## config.mk

```make
export PLATFORM = sky130hd
export DESIGN_NAME = ahb_burst_master_flat
export DESIGN_NICKNAME = d
export VERILOG_FILES = /design/src/rtl/ahb_burst_master_if.sv /design/src/rtl/ahb_burst_master.sv /design/src/flat_wrapper.sv
export SDC_FILE = /design/constraint.sdc
export NUM_CORES = 1
export LEC_CHECK = 0
export ABC_AREA = 1
export ABC_CLOCK_PERIOD_IN_PS = 2800
export CAP_MARGIN = 0
export CORE_ASPECT_RATIO = 0.75
export CORE_UTILIZATION = 41
export DETAILED_ROUTE_END_ITERATION = 8
export GPL_TIMING_DRIVEN = 0
export PLACE_DENSITY = 0.91
export SETUP_SLACK_MARGIN = 0.15
export SYNTH_ARGS = -nofsm -noshare
export SYNTH_HDL_FRONTEND = slang
export SYNTH_SLANG_ARGS = --single-unit
```

## constraint.sdc

```tcl
create_clock -name clk -period 2.8 [get_ports clk]
set_input_delay 0.42 -clock clk [delete_from_list [all_inputs] [get_ports clk]]
set_output_delay 0.42 -clock clk [all_outputs]
set_load 0.05 [all_outputs]
```

## src/rtl/ahb_burst_master_if.sv

```systemverilog
// ---------------------------------------------------------------------------
// ahb_burst_master_if
//
// Bundles the core-side fetch request/response handshake and the AHB-Lite
// read-master signals of ahb_burst_master into a single interface.
//
// Signals:
//   req_valid/req_ready/req_addr/req_burst : fetch request from the core side
//   haddr/htrans/hburst/hwrite/hsize       : AHB address-phase outputs
//   hrdata/hready/hresp                    : AHB data-phase inputs from slave
//   rsp_valid/rsp_data/rsp_offset/
//   rsp_last/rsp_err                       : per-beat read response
//
// Modports:
//   master : the view used by ahb_burst_master itself
//   slave  : the opposite view (requester + AHB slave side)
// ---------------------------------------------------------------------------
interface ahb_burst_master_if #(
  parameter int ADDR_WIDTH = 32,
  parameter int DATA_WIDTH = 32
);

  logic                  req_valid;
  logic                  req_ready;
  logic [ADDR_WIDTH-1:0] req_addr;
  logic [2:0]            req_burst;

  logic [ADDR_WIDTH-1:0] haddr;
  logic [1:0]            htrans;
  logic [2:0]            hburst;
  logic                  hwrite;
  logic [2:0]            hsize;
  logic [DATA_WIDTH-1:0] hrdata;
  logic                  hready;
  logic                  hresp;

  logic                  rsp_valid;
  logic [DATA_WIDTH-1:0] rsp_data;
  logic [3:0]            rsp_offset;
  logic                  rsp_last;
  logic                  rsp_err;

  modport master (
    input  req_valid, req_addr, req_burst,
    input  hrdata, hready, hresp,
    output req_ready,
    output haddr, htrans, hburst, hwrite, hsize,
    output rsp_valid, rsp_data, rsp_offset, rsp_last, rsp_err
  );

  modport slave (
    output req_valid, req_addr, req_burst,
    output hrdata, hready, hresp,
    input  req_ready,
    input  haddr, htrans, hburst, hwrite, hsize,
    input  rsp_valid, rsp_data, rsp_offset, rsp_last, rsp_err
  );

endinterface

```

## src/rtl/ahb_burst_master.sv

```systemverilog
// ---------------------------------------------------------------------------
// ahb_burst_master
//
// AHB-Lite read initiator for instruction fetches. Accepts one request at a
// time (SINGLE or WRAP4), drives NONSEQ/SEQ address phases with 4-beat wrap
// addressing, follows the pipelined data phases under hready stalls and
// returns each beat with its in-line byte offset.
//
// Ports:
//   clk  : clock
//   rst  : asynchronous active-high reset
//   bus  : ahb_burst_master_if.master
//            request  : req_valid, req_ready, req_addr, req_burst
//            AHB      : haddr, htrans, hburst, hwrite, hsize,
//                       hrdata, hready, hresp
//            response : rsp_valid, rsp_data, rsp_offset, rsp_last, rsp_err
//
// Build option:
//   AHB_ERR_ABORT_EN - when defined, an ERROR response cancels the rest of
//   the burst and is reported with rsp_err/rsp_last. When undefined, hresp
//   is ignored and every burst runs all of its beats.
// ---------------------------------------------------------------------------
module ahb_burst_master #(
  parameter int ADDR_WIDTH = 32,
  parameter int DATA_WIDTH = 32
) (
  input logic                clk,
  input logic                rst,
  ahb_burst_master_if.master bus
);

  typedef enum logic [1:0] {
    IDLE  = 2'd0,
    BUS   = 2'd1,
    DRAIN = 2'd2
  } state_t;

  localparam logic [1:0] TRANS_IDLE   = 2'b00;
  localparam logic [1:0] TRANS_NONSEQ = 2'b10;
  localparam logic [1:0] TRANS_SEQ    = 2'b11;

  localparam logic [2:0] BURST_SINGLE = 3'd0;
  localparam logic [2:0] BURST_WRAP4  = 3'd2;

  state_t                state_q;
  logic [ADDR_WIDTH-1:0] haddr_q;
  logic [1:0]            htrans_q;
  logic [2:0]            hburst_q;
  logic                  req_ready_q;

  // Number of address phases placed on the bus so far, including the one
  // currently being driven.
  logic [2:0]            issued_q;

  // Bookkeeping for the beat that currently sits in its data phase.
  logic                  dataPending_q;
  logic [3:0]            dataOffset_q;
  logic                  dataLast_q;

  logic                  rsp_valid_q;
  logic [DATA_WIDTH-1:0] rsp_data_q;
  logic [3:0]            rsp_offset_q;
  logic                  rsp_last_q;
  logic                  rsp_err_q;

  logic [2:0]            reqBurstNorm;
  logic [ADDR_WIDTH-1:0] reqAddrAligned;
  logic [2:0]            totalBeats;
  logic                  allIssued;
  logic [ADDR_WIDTH-1:0] haddr_d;
  logic                  errStart;
  logic                  errDone;

  // Anything other than WRAP4 is handled as a SINGLE transfer.
  assign reqBurstNorm   = (bus.req_burst == BURST_WRAP4) ? BURST_WRAP4 : BURST_SINGLE;
  assign reqAddrAligned = {bus.req_addr[ADDR_WIDTH-1:2], 2'b00};

  assign totalBeats = (hburst_q == BURST_WRAP4) ? 3'd4 : 3'd1;
  assign allIssued  = (issued_q == totalBeats);

  // Next wrap address: the 16-byte line base stays fixed and only the word
  // offset advances, wrapping from 0xC back to 0x0.
  assign haddr_d = {haddr_q[ADDR_WIDTH-1:4], (haddr_q[3:0] + 4'h4) & 4'hC};

`ifdef AHB_ERR_ABORT_EN
  // First ERROR cycle (hready low) cancels the pending address phase; the
  // second cycle (hready high) completes the failed beat.
  assign errStart = dataPending_q & bus.hresp & ~bus.hready;
  assign errDone  = dataPending_q & bus.hresp &  bus.hready;

  logic unusedAddrBits;
  assign unusedAddrBits = ^bus.req_addr[1:0];
`else
  assign errStart = 1'b0;
  assign errDone  = 1'b0;

  logic unusedInputs;
  assign unusedInputs = ^{bus.req_addr[1:0], bus.hresp};
`endif

  // Single control process: the FSM, the address-phase generator, the
  // data-phase tracker and the response registers all advance together so
  // every bus-visible output is a flop.
  always_ff @(posedge clk or posedge rst) begin
    if (rst) begin
      state_q       <= IDLE;
      haddr_q       <= '0;
      htrans_q      <= TRANS_IDLE;
      hburst_q      <= BURST_SINGLE;
      req_ready_q   <= 1'b1;
      issued_q      <= 3'd0;
      dataPending_q <= 1'b0;
      dataOffset_q  <= 4'h0;
      dataLast_q    <= 1'b0;
      rsp_valid_q   <= 1'b0;
      rsp_data_q    <= '0;
      rsp_offset_q  <= 4'h0;
      rsp_last_q    <= 1'b0;
      rsp_err_q     <= 1'b0;
    end else begin
      rsp_valid_q <= 1'b0;
      rsp_last_q  <= 1'b0;
      rsp_err_q   <= 1'b0;

      case (state_q)
        IDLE: begin
          if (bus.req_valid) begin
            haddr_q       <= reqAddrAligned;
            htrans_q      <= TRANS_NONSEQ;
            hburst_q      <= reqBurstNorm;
            issued_q      <= 3'd1;
            dataPending_q <= 1'b0;
            req_ready_q   <= 1'b0;
            state_q       <= BUS;
          end
        end

        default: begin
          if (errStart) begin
            // Withdraw the address phase that has not yet been accepted.
            htrans_q <= TRANS_IDLE;
            state_q  <= DRAIN;
          end else if (bus.hready) begin
            // Retire the beat in its data phase, if any.
            if (dataPending_q) begin
              rsp_valid_q  <= 1'b1;
              rsp_data_q   <= bus.hrdata;
              rsp_offset_q <= dataOffset_q;
              rsp_last_q   <= dataLast_q | errDone;
              rsp_err_q    <= errDone;
            end

            if (errDone || state_q == DRAIN) begin
              // Final beat returned: the bus is idle again, and the next
              // request can only start its NONSEQ one cycle later.
              htrans_q      <= TRANS_IDLE;
              dataPending_q <= 1'b0;
              req_ready_q   <= 1'b1;
              state_q       <= IDLE;
            end else begin
              // The current address phase moves into its data phase.
              dataPending_q <= 1'b1;
              dataOffset_q  <= haddr_q[3:0];
              dataLast_q    <= allIssued;
              if (!allIssued) begin
                haddr_q  <= haddr_d;
                htrans_q <= TRANS_SEQ;
                issued_q <= issued_q + 3'd1;
              end else begin
                htrans_q <= TRANS_IDLE;
                state_q  <= DRAIN;
              end
            end
          end
        end
      endcase
    end
  end

  assign bus.req_ready  = req_ready_q;
  assign bus.haddr      = haddr_q;
  assign bus.htrans     = htrans_q;
  assign bus.hburst     = hburst_q;
  assign bus.hwrite     = 1'b0;
  assign bus.hsize      = 3'b010;
  assign bus.rsp_valid  = rsp_valid_q;
  assign bus.rsp_data   = rsp_data_q;
  assign bus.rsp_offset = rsp_offset_q;
  assign bus.rsp_last   = rsp_last_q;
  assign bus.rsp_err    = rsp_err_q;

endmodule

```

## src/flat_wrapper.sv

```systemverilog
// flat-port wrapper written by rule: the top's interface ports become plain ports
module ahb_burst_master_flat 
#(
  parameter int ADDR_WIDTH = 32,
  parameter int DATA_WIDTH = 32
)
  (clk, rst, bus_req_valid, bus_req_addr, bus_req_burst, bus_hrdata, bus_hready, bus_hresp, bus_req_ready, bus_haddr, bus_htrans, bus_hburst, bus_hwrite, bus_hsize, bus_rsp_valid, bus_rsp_data, bus_rsp_offset, bus_rsp_last, bus_rsp_err);
  ahb_burst_master_if #(.ADDR_WIDTH(ADDR_WIDTH), .DATA_WIDTH(DATA_WIDTH)) bus_i ();
  input logic clk;
  input logic rst;
  input wire logic [$bits(bus_i.req_valid)-1:0] bus_req_valid;
  input wire logic [$bits(bus_i.req_addr)-1:0] bus_req_addr;
  input wire logic [$bits(bus_i.req_burst)-1:0] bus_req_burst;
  input wire logic [$bits(bus_i.hrdata)-1:0] bus_hrdata;
  input wire logic [$bits(bus_i.hready)-1:0] bus_hready;
  input wire logic [$bits(bus_i.hresp)-1:0] bus_hresp;
  output wire logic [$bits(bus_i.req_ready)-1:0] bus_req_ready;
  output wire logic [$bits(bus_i.haddr)-1:0] bus_haddr;
  output wire logic [$bits(bus_i.htrans)-1:0] bus_htrans;
  output wire logic [$bits(bus_i.hburst)-1:0] bus_hburst;
  output wire logic [$bits(bus_i.hwrite)-1:0] bus_hwrite;
  output wire logic [$bits(bus_i.hsize)-1:0] bus_hsize;
  output wire logic [$bits(bus_i.rsp_valid)-1:0] bus_rsp_valid;
  output wire logic [$bits(bus_i.rsp_data)-1:0] bus_rsp_data;
  output wire logic [$bits(bus_i.rsp_offset)-1:0] bus_rsp_offset;
  output wire logic [$bits(bus_i.rsp_last)-1:0] bus_rsp_last;
  output wire logic [$bits(bus_i.rsp_err)-1:0] bus_rsp_err;
  assign bus_i.req_valid = bus_req_valid;
  assign bus_i.req_addr = bus_req_addr;
  assign bus_i.req_burst = bus_req_burst;
  assign bus_i.hrdata = bus_hrdata;
  assign bus_i.hready = bus_hready;
  assign bus_i.hresp = bus_hresp;
  assign bus_req_ready = bus_i.req_ready;
  assign bus_haddr = bus_i.haddr;
  assign bus_htrans = bus_i.htrans;
  assign bus_hburst = bus_i.hburst;
  assign bus_hwrite = bus_i.hwrite;
  assign bus_hsize = bus_i.hsize;
  assign bus_rsp_valid = bus_i.rsp_valid;
  assign bus_rsp_data = bus_i.rsp_data;
  assign bus_rsp_offset = bus_i.rsp_offset;
  assign bus_rsp_last = bus_i.rsp_last;
  assign bus_rsp_err = bus_i.rsp_err;
  ahb_burst_master #(.ADDR_WIDTH(ADDR_WIDTH), .DATA_WIDTH(DATA_WIDTH)) u_core (.clk(clk), .rst(rst), .bus(bus_i));
endmodule
```

==> reports/metrics.csv, run 1 <==
metric,value,unit
status,completed,
slew_headroom,0.649,
crit_arrival,1.69,ns
place_hpwl,6010,um
cts_sinks,79,
p_leak,2.50,nW
die-area,0.00811,mm^2
start_util,0.428,
num_io_pins,153,
drive_above_1_share,0.0810,
path_buf_inv,1,
reg2reg_slack,1.19,ns
fillers,619,
powerDensity,1330,mW/mm^2
yosysSeqAreaShare,0.622,
stdcell_area,0.00494,mm^2
synthCells,367,
fin_ws,0.694,ns
die_h,78.2,um
postLayoutCoreUtil,0.665,
area_growth,55.4,%
portBuffers,138,
cpPeakStageDelay,0.81,ns
ys_warn_count,0,
wl_per_cell,12.8,um
detail_route.vias_per_cell,4.57,
vias,2887,
worstHoldPathType,input port to async pin,
grt_setup_unrepaired,false,
cts_buffer_depth,2,
max_cap_violations,0,
drt_iter0_markers,145,
yosys.cell_types.count,19,
die_x,104,um
num_rows,27,
grt_max_degree,42,
grt_overflow,0,
period_share,0.752,
cts_hold_buffers,0,
gp_congestion,0.851,
crit_fanout,2,
placed_area,0.00474,mm^2
pre_cts_ws,0.748,ns
drc,0,
cp.required,2.38,ns
clk_pin_slew,0.08,ns
clkLatencyLatePin,0.34,ns
reg2reg_depth,5,
grt_pass1_wl,13400,um
start_kind,flop,
crit_slowest_cell,clkdlybuf4s50_1,
cts_root_buf,clkbuf_8,
end_kind,output pin,
timing.rr.start,u_core.state_q[0],
grt_use_total,0.210,
numCtsBuffers,9,
finalWirelength,8090,um
fmax,0.475,GHz
grt_pass1_vias,2844,
antenna_cells,0,
antenna_found_initial,0,
cts_resized,0,
drv_slew,0,
worst_pin_slew,0.525,ns
hold_viol,0,
netlist_area,0.00318,mm^2
synth-seq-cells,79,
finalClockSkew,0.00688,ns
ir_drop,0.617,mV
cts_tree,done,
fin_crit,2.11,ns
drtAntennaViolNets,0,
cp_top_family,buffers and inverters,
finalNetCount,599,
coreArea,0.00743,mm^2
postCtsSetupBuffers,0,
rr_endpoint,u_core.issued_q[0],
setup_viol_count_final,0,
crit_type,flop to output pin,
first_pass_iters,4,
worstPathCellList,clkdlybuf4s50_1,
avgSynthCellArea,8.66,um^2
cts.htree.levels,3,
## worst max path at each step
stage / from / to / slack [ns] / cells after the start
2_1_floorplan: rst / u_core.bus.haddr[10] / 0.36 / 1
5_1_grt: u_core.bus.req_ready / bus_req_ready / 0.63 / 1
6_report: u_core.bus.req_ready / bus_req_ready / 0.69 / 1
3_5_place_dp: bus_hready / u_core.bus.rsp_data[2] / 0.75 / 7
3_3_place_gp: rst / u_core.bus.htrans[1] / -0.82 / 2
4_1_cts: u_core.bus.req_ready / bus_req_ready / 0.66 / 1
## cell type report
cell class / count / area, um^2 / area share
multi-input combinational: 258 / 1030 / 0.209
sequential: 79 / 1980 / 0.400
clock buffer: 9 / 124 / 0.0251
timing repair buffer: 139 / 1400 / 0.284
tap: 101 / 126 / 0.0256
clock inverter: 7 / 73.8 / 0.0149
inverter: 16 / 62.6 / 0.0127
buffer: 23 / 140 / 0.0284
## per-stage QoR
step                      TNS (ns)  hold slack (ns)  instances  power [mW]
after detailed placement         0            0.457        616        5.76
after global routing             0            0.495        632        6.94
after floorplan                  0            0.449        376        4.43
after CTS                        0            0.477        632        6.61
after global placement      -64.14            0.453        615        5.64
final                            0            0.473        632        6.56
## sequential cells by signal (all words and copies together) (netlist names)
register               flops
u_core.dataLast_q          1
u_core.state_q             2
u_core.bus.rsp_offset      2
u_core.bus.haddr          30
u_core.issued_q            3
u_core.bus.hburst          1
u_core.bus.req_ready       1
u_core.dataPending_q       1
u_core.bus.rsp_valid       1
u_core.bus.htrans          2
u_core.dataOffset_q        2
u_core.bus.rsp_last        1
u_core.bus.rsp_data       32
## layer usage
layer  routed length [um]  share of wire  up-vias  GRT usage
li1                     -              -     1412          -
met1                 3460           0.43     1341      0.260
met2                 3870           0.48      124      0.356
met3                  686          0.085       10     0.0648
met4                   68         0.0084        0     0.0614
met5                    0              0        -          0
## cell families after synthesis
| group | after synthesis | share of synthesized area |
|---|---|---|
| flops | 79 | 0.622 |
| buf+inv | 39 | 0.0630 |
| simple gates | 230 | 0.281 |
| fa+ha+maj | 1 | 0.00394 |
| other cells | 2 | 0.00236 |
| compound gates | 16 | 0.0268 |
## placed cells by master, fill, tap and decap left out, types with 5 or more instances in the layout
cell / n
nand2_1: 212
clkbuf_8: 9
buf_4: 11
conb_1: 11
inv_1: 14
dfrtp_1: 78
buf_2: 10
clkdlybuf4s50_1: 138
o21ai_0: 11
nor2_1: 9
nand3_1: 5
## cell usage after synthesis
library cell	number	area share
dfrtp_1	78	0.61
inv_2	1	0.0012
ha_1	1	0.0039
buf_4	11	0.026
nor3_4	1	0.0051
nor2_1	9	0.011
clkbuf_1	2	0.0024
nor2_4	1	0.0035
dfstp_2	1	0.0083
a31oi_1	1	0.0020
a22o_1	1	0.0028
conb_1	2	0.0024
inv_1	15	0.018
a21oi_1	3	0.0047
o21ai_0	11	0.017
nand3_1	5	0.0079
nand2_1	212	0.25
buf_2	10	0.016
nand4_1	2	0.0039
## power by group
part / internal (mW) / total (mW) / switching (mW)
combinational: 1.19 / 3.75 / 2.56
clock: 0.413 / 0.826 / 0.413
sequential: 1.66 / 1.99 / 0.323
total: 3.27 / 6.56 / 3.29
Power figures use the tool's default switching activity.
==> inputs of run 2 (changes only) <==
--- a/config.mk
+++ b/config.mk
@@ -6,7 +6,7 @@
 export NUM_CORES = 1
 export LEC_CHECK = 0
 export ABC_AREA = 1
-export ABC_CLOCK_PERIOD_IN_PS = 2800
+export ABC_CLOCK_PERIOD_IN_PS = 2110
 export CAP_MARGIN = 0
 export CORE_ASPECT_RATIO = 0.75
 export CORE_UTILIZATION = 41
==> constraint.sdc (replaced) <==
create_clock -name clk -period 2.11 [get_ports clk]
set_input_delay 0.3165 -clock clk [delete_from_list [all_inputs] [get_ports clk]]
set_output_delay 0.3165 -clock clk [all_outputs]
set_load 0.05 [all_outputs]
==> run 2 against run 1 <==
  * Global-route usage decreased by 0.14 points
  * Combinational power up 32%
  * Final area up 1.3%
  * Clock power up 62%
  * Count of clock-buffer cells in the layout rose by 3
  * Flip-flop and latch count is the same
  * Utilization grew 0.88 points
  * Sequential share of layout area shrank 0.52 points
  * Sequential power up 32%
  * Total power rose by 36%
  * Clock skew barely moved
  * Critical path type unchanged
  * Largest power group unchanged
==> reports/metrics.csv, run 2 (same netlist as run 1, synthesis figures left out) <==
metric,value,unit
status,completed,
clk_pin_slew,0.08,ns
cts.htree.levels,3,
setup_viol_count_final,0,
cp.required,1.79,ns
stdcell_area,0.00500,mm^2
crit_slowest_cell,clkdlybuf4s50_1,
combPwrFrac,0.556,
timing.rr.start,u_core.state_q[0],
grt_pass1_vias,2853,
globalRoute.busiestLayer,met2,
path_buf_inv,1,
crit_arrival,1.53,ns
antenna_cells,0,
fin_ws,0.262,ns
powerDensity,1780,mW/mm^2
reg2reg_slack,0.52,ns
drt_iter0_markers,156,
grt_max_degree,32,
fmax,0.541,GHz
grt_util_met2,0.358,
start_kind,flop,
p_leak,2.54,nW
grt_overflow,0,
grt_setup_unrepaired,false,
mostFrequentLayoutCells,"212 x nand2_1, 136 x clkdlybuf4s50_1, 78 x dfrtp_1",
fin_crit,1.85,ns
start_util,0.428,
vias,2868,
drv_slew,0,
placedCellCount,617,
total_power,8.93,mW
area_growth,57.5,%
wl_per_cell,12.6,um
grt_pass1_wl,13300,um
cts_sinks,79,
die_x,104,um
seqPwrFrac,0.294,
gp_congestion,0.821,
clkLatencyLatePin,0.33,ns
cp_top_family,buffers and inverters,
hold_viol,0,
die-area,0.00811,mm^2
end_kind,output pin,
detail_route.vias_per_cell,4.53,
drc,0,
layout_commonest_cell,nand2_1,
period_share,0.876,
antenna_found_initial,0,
drive_above_1_share,0.0789,
worst_pin_slew,0.531,ns
grt_use_total,0.208,
cpPeakStageDelay,0.82,ns
portBuffers,138,
drtAntennaViolNets,0,
place_hpwl,5900,um
final.setup.tns,0,ns
cts_root_buf,clkbuf_8,
numCtsBuffers,9,
finalNetCount,600,
crit_fanout,3,
p_switching,4.32,mW
cts_hold_buffers,0,
cts_resized,1,
max_cap_violations,0,
worstPathCellList,clkdlybuf4s50_1,
slew_headroom,0.646,
grt_use_met3,0.0814,
pre_cts_ws,0.0649,ns
cts_buffer_depth,2,
crit_type,flop to output pin,
grt.met1_usage,0.247,
largest_reg_flops,32,
finalClockSkew,0.00729,ns
first_pass_iters,4,
final_cell_count_no_fill,633,
switching_share,0.484,
num_io_pins,153,
die_h,78.2,um
placed_area,0.00476,mm^2
postCtsSetupBuffers,0,
cts_tree,done,
finalWirelength,7970,um
ir_drop,0.952,mV
coreArea,0.00743,mm^2
worstHoldPathType,input port to async pin,
num_rows,27,
p_clk_frac,0.150,
rr_endpoint,u_core.issued_q[0],
internal-power,4.60,mW
reg2reg_depth,6,
## run 2: worst max-delay path by stage
stage	from	to	slack [ns]	cells past startpoint
CTS	u_core.bus.haddr[2]	bus_haddr[2]	0.17	1
global route	u_core.bus.rsp_data[8]	bus_rsp_data[8]	0.19	1
global placement	rst	u_core.bus.rsp_data[31]	0.03	2
finish	u_core.bus.haddr[3]	bus_haddr[3]	0.26	1
floorplan	u_core.bus.hburst[1]	u_core.bus.htrans[1]	0.74	5
detailed placement	bus_hready	u_core.bus.rsp_data[3]	0.06	7
## run 2: power groups by stage
stage,logic [mW],registers (mW),clock network (mW)
global placement,4.88,2.60,0
floorplan,1.15,4.73,0
CTS,4.99,2.62,1.37
detailed placement,4.99,2.64,0
global route,5.30,2.71,1.42
finish,4.96,2.63,1.34
## run 2: cell type report
type / instances / area (um^2)
Timing Repair Buffer: 140 / 1420
Multi-Input combinational cell: 258 / 1030
Inverter: 16 / 63.8
Clock inverter: 4 / 95.1
Tap cell: 101 / 126
Fill cell: 604 / 2430
Buffer: 23 / 140
Sequential cell: 79 / 1980
Clock buffer: 12 / 145
## run 2: through the flow
stage	hold WS [ns]	utilization
floorplan	0.426	-
finish	0.374	0.673
global placement	0.454	0.636
CTS	0.378	0.673
global route	0.409	0.673
detailed placement	0.457	0.641
## run 2: layer usage
| metal | vias up | routed length [um] |
|---|---|---|
| met3 | 5 | 781 |
| met2 | 130 | 3790 |
| met1 | 1319 | 3350 |
| met4 | 0 | 44 |
| li1 | 1414 | - |
| met5 | - | 0 |
==> inputs of run 3 (changes only) <==
--- a/config.mk
+++ b/config.mk
@@ -8,7 +8,6 @@
 export ABC_AREA = 1
 export ABC_CLOCK_PERIOD_IN_PS = 2110
 export CAP_MARGIN = 0
-export CORE_ASPECT_RATIO = 0.75
 export CORE_UTILIZATION = 41
 export DETAILED_ROUTE_END_ITERATION = 8
 export GPL_TIMING_DRIVEN = 0
==> run 3 against run 2 <==
  * Via count grew 0.45%
  * Largest cell class unchanged
  * Critical endpoint is now bus_haddr[11]
  * Critical path depth is the same
  * Clock skew grew 0.0017 ns
==> reports/metrics.csv, run 3 (same netlist as run 1, synthesis figures left out) <==
metric,value,unit
postLayoutCoreUtil,0.675,
cp_top_family,buffers and inverters,
hold_viol,0,
detail_route.vias_per_cell,4.57,
drive_above_1_share,0.0810,
clkLatencyLatePin,0.33,ns
grt_overflow,0,
first_pass_iters,4,
crit_slowest_cell,clkdlybuf4s50_1,
crit_arrival,1.53,ns
setup_viol_count_final,0,
antenna_cells,0,
cts_root_buf,clkbuf_8,
cts_tree,done,
cp.required,1.79,ns
max_cap_violations,0,
layout_commonest_cell,nand2_1,
worstSetupPathDepth,1,
drv_slew,0,
start_util,0.431,
grt_use_total,0.203,
drc,0,
placedCellCount,614,
worstPathCellList,clkdlybuf4s50_1,
powerDensity,1780,mW/mm^2
vias,2881,
grt_pass1_vias,2839,
antenna_found_initial,0,
end_kind,output pin,
die_h,90.0,um
crit_type,flop to output pin,
cts_buffer_depth,2,
die-area,0.00811,mm^2
path_buf_inv,1,
start_kind,flop,
reg2reg_depth,5,
portBuffers,138,
drt_iter0_markers,136,
grt_setup_unrepaired,false,
postCtsSetupBuffers,0,
drtAntennaViolNets,0,
cpPeakStageDelay,0.82,ns
worstHoldPathType,flop to flop,
placed_area,0.00474,mm^2
fmax,0.541,GHz
worst_pin_slew,0.810,ns
gp_congestion,0.841,
num_rows,31,
coreArea,0.00737,mm^2
die_x,90.0,um
final.setup.tns,0,ns
hold_slack,0.474,ns
ir_drop,1.00,mV
period_share,0.875,
wl_per_cell,12.5,um
grt_max_degree,44,
largest_reg_flops,32,
whs_path_depth,2,
finalClockSkew,0.00895,ns
clk_pin_slew,0.08,ns
area_growth,56.5,%
p_leak,2.52,nW
slew_headroom,0.459,
stdcell_area,0.00497,mm^2
cts_sinks,79,
num_io_pins,153,
cts_hold_buffers,0,
finalNetCount,599,
final_cell_count_no_fill,630,
mostFrequentLayoutCells,"212 x nand2_1, 136 x clkdlybuf4s50_1, 78 x dfrtp_1",
fin_crit,1.85,ns
numCtsBuffers,9,
grt_pass1_wl,13200,um
crit_fanout,2,
cts.htree.levels,3,
status,completed,
finalWirelength,7880,um
place_hpwl,5850,um
[run 3: timing repair]
item	CTS	global route
gates resized for setup	1	1
setup endpoints to repair	1	1
gates cloned	0	0
[run 3: path summary, 6_finish.rpt]
path	from	end	slack, ns
setup / recovery	u_core.bus.haddr[11]	bus_haddr[11]	0.26
setup reg to reg	u_core.state_q[0]	u_core.issued_q[0]	0.48
min in group asynchronous	rst	u_core.bus.rsp_data[23]	0.48
max in group asynchronous	rst	u_core.bus.req_ready	0.91
hold / removal	u_core.bus.rsp_data[10]	u_core.bus.rsp_data[10]	0.47
hold reg to reg	u_core.bus.rsp_data[10]	u_core.bus.rsp_data[10]	0.47
[run 3: area by class of cell]
| cell class | instances | area (um^2) |
|---|---|---|
| well taps | 99 | 124 |
| fillers | 554 | 2400 |
| flip-flops and latches | 79 | 1980 |
| clock buffers | 11 | 151 |
| plain buffers | 23 | 140 |
| multi-input cells | 258 | 1030 |
| repair buffers | 139 | 1400 |
| clock inverters | 5 | 80.1 |
| inverters | 16 | 63.8 |
[run 3: per-stage QoR]
stage | power, mW | setup WS, ns
finish | 8.84 | 0.263
global route | 9.34 | 0.212
CTS | 8.90 | 0.168
detailed placement | 7.62 | 0.138
global placement | 7.48 | 0.0431
floorplan | 5.88 | 0.737
[run 3: per-layer routing]
layer / up-vias / routed length [um] / global-route usage
li1: 1412 / - / -
met1: 1327 / 3410 / 0.255
met2: 131 / 3730 / 0.340
met3: 11 / 635 / 0.0558
met4: 0 / 104 / 0.0672
met5: - / 0 / 0
[run 3: report_power, final]
group,total (mW),switching (mW),internal (mW)
logic,4.96,3.39,1.57
registers,2.62,0.408,2.21
clock network,1.26,0.533,0.729
total,8.84,4.33,4.51
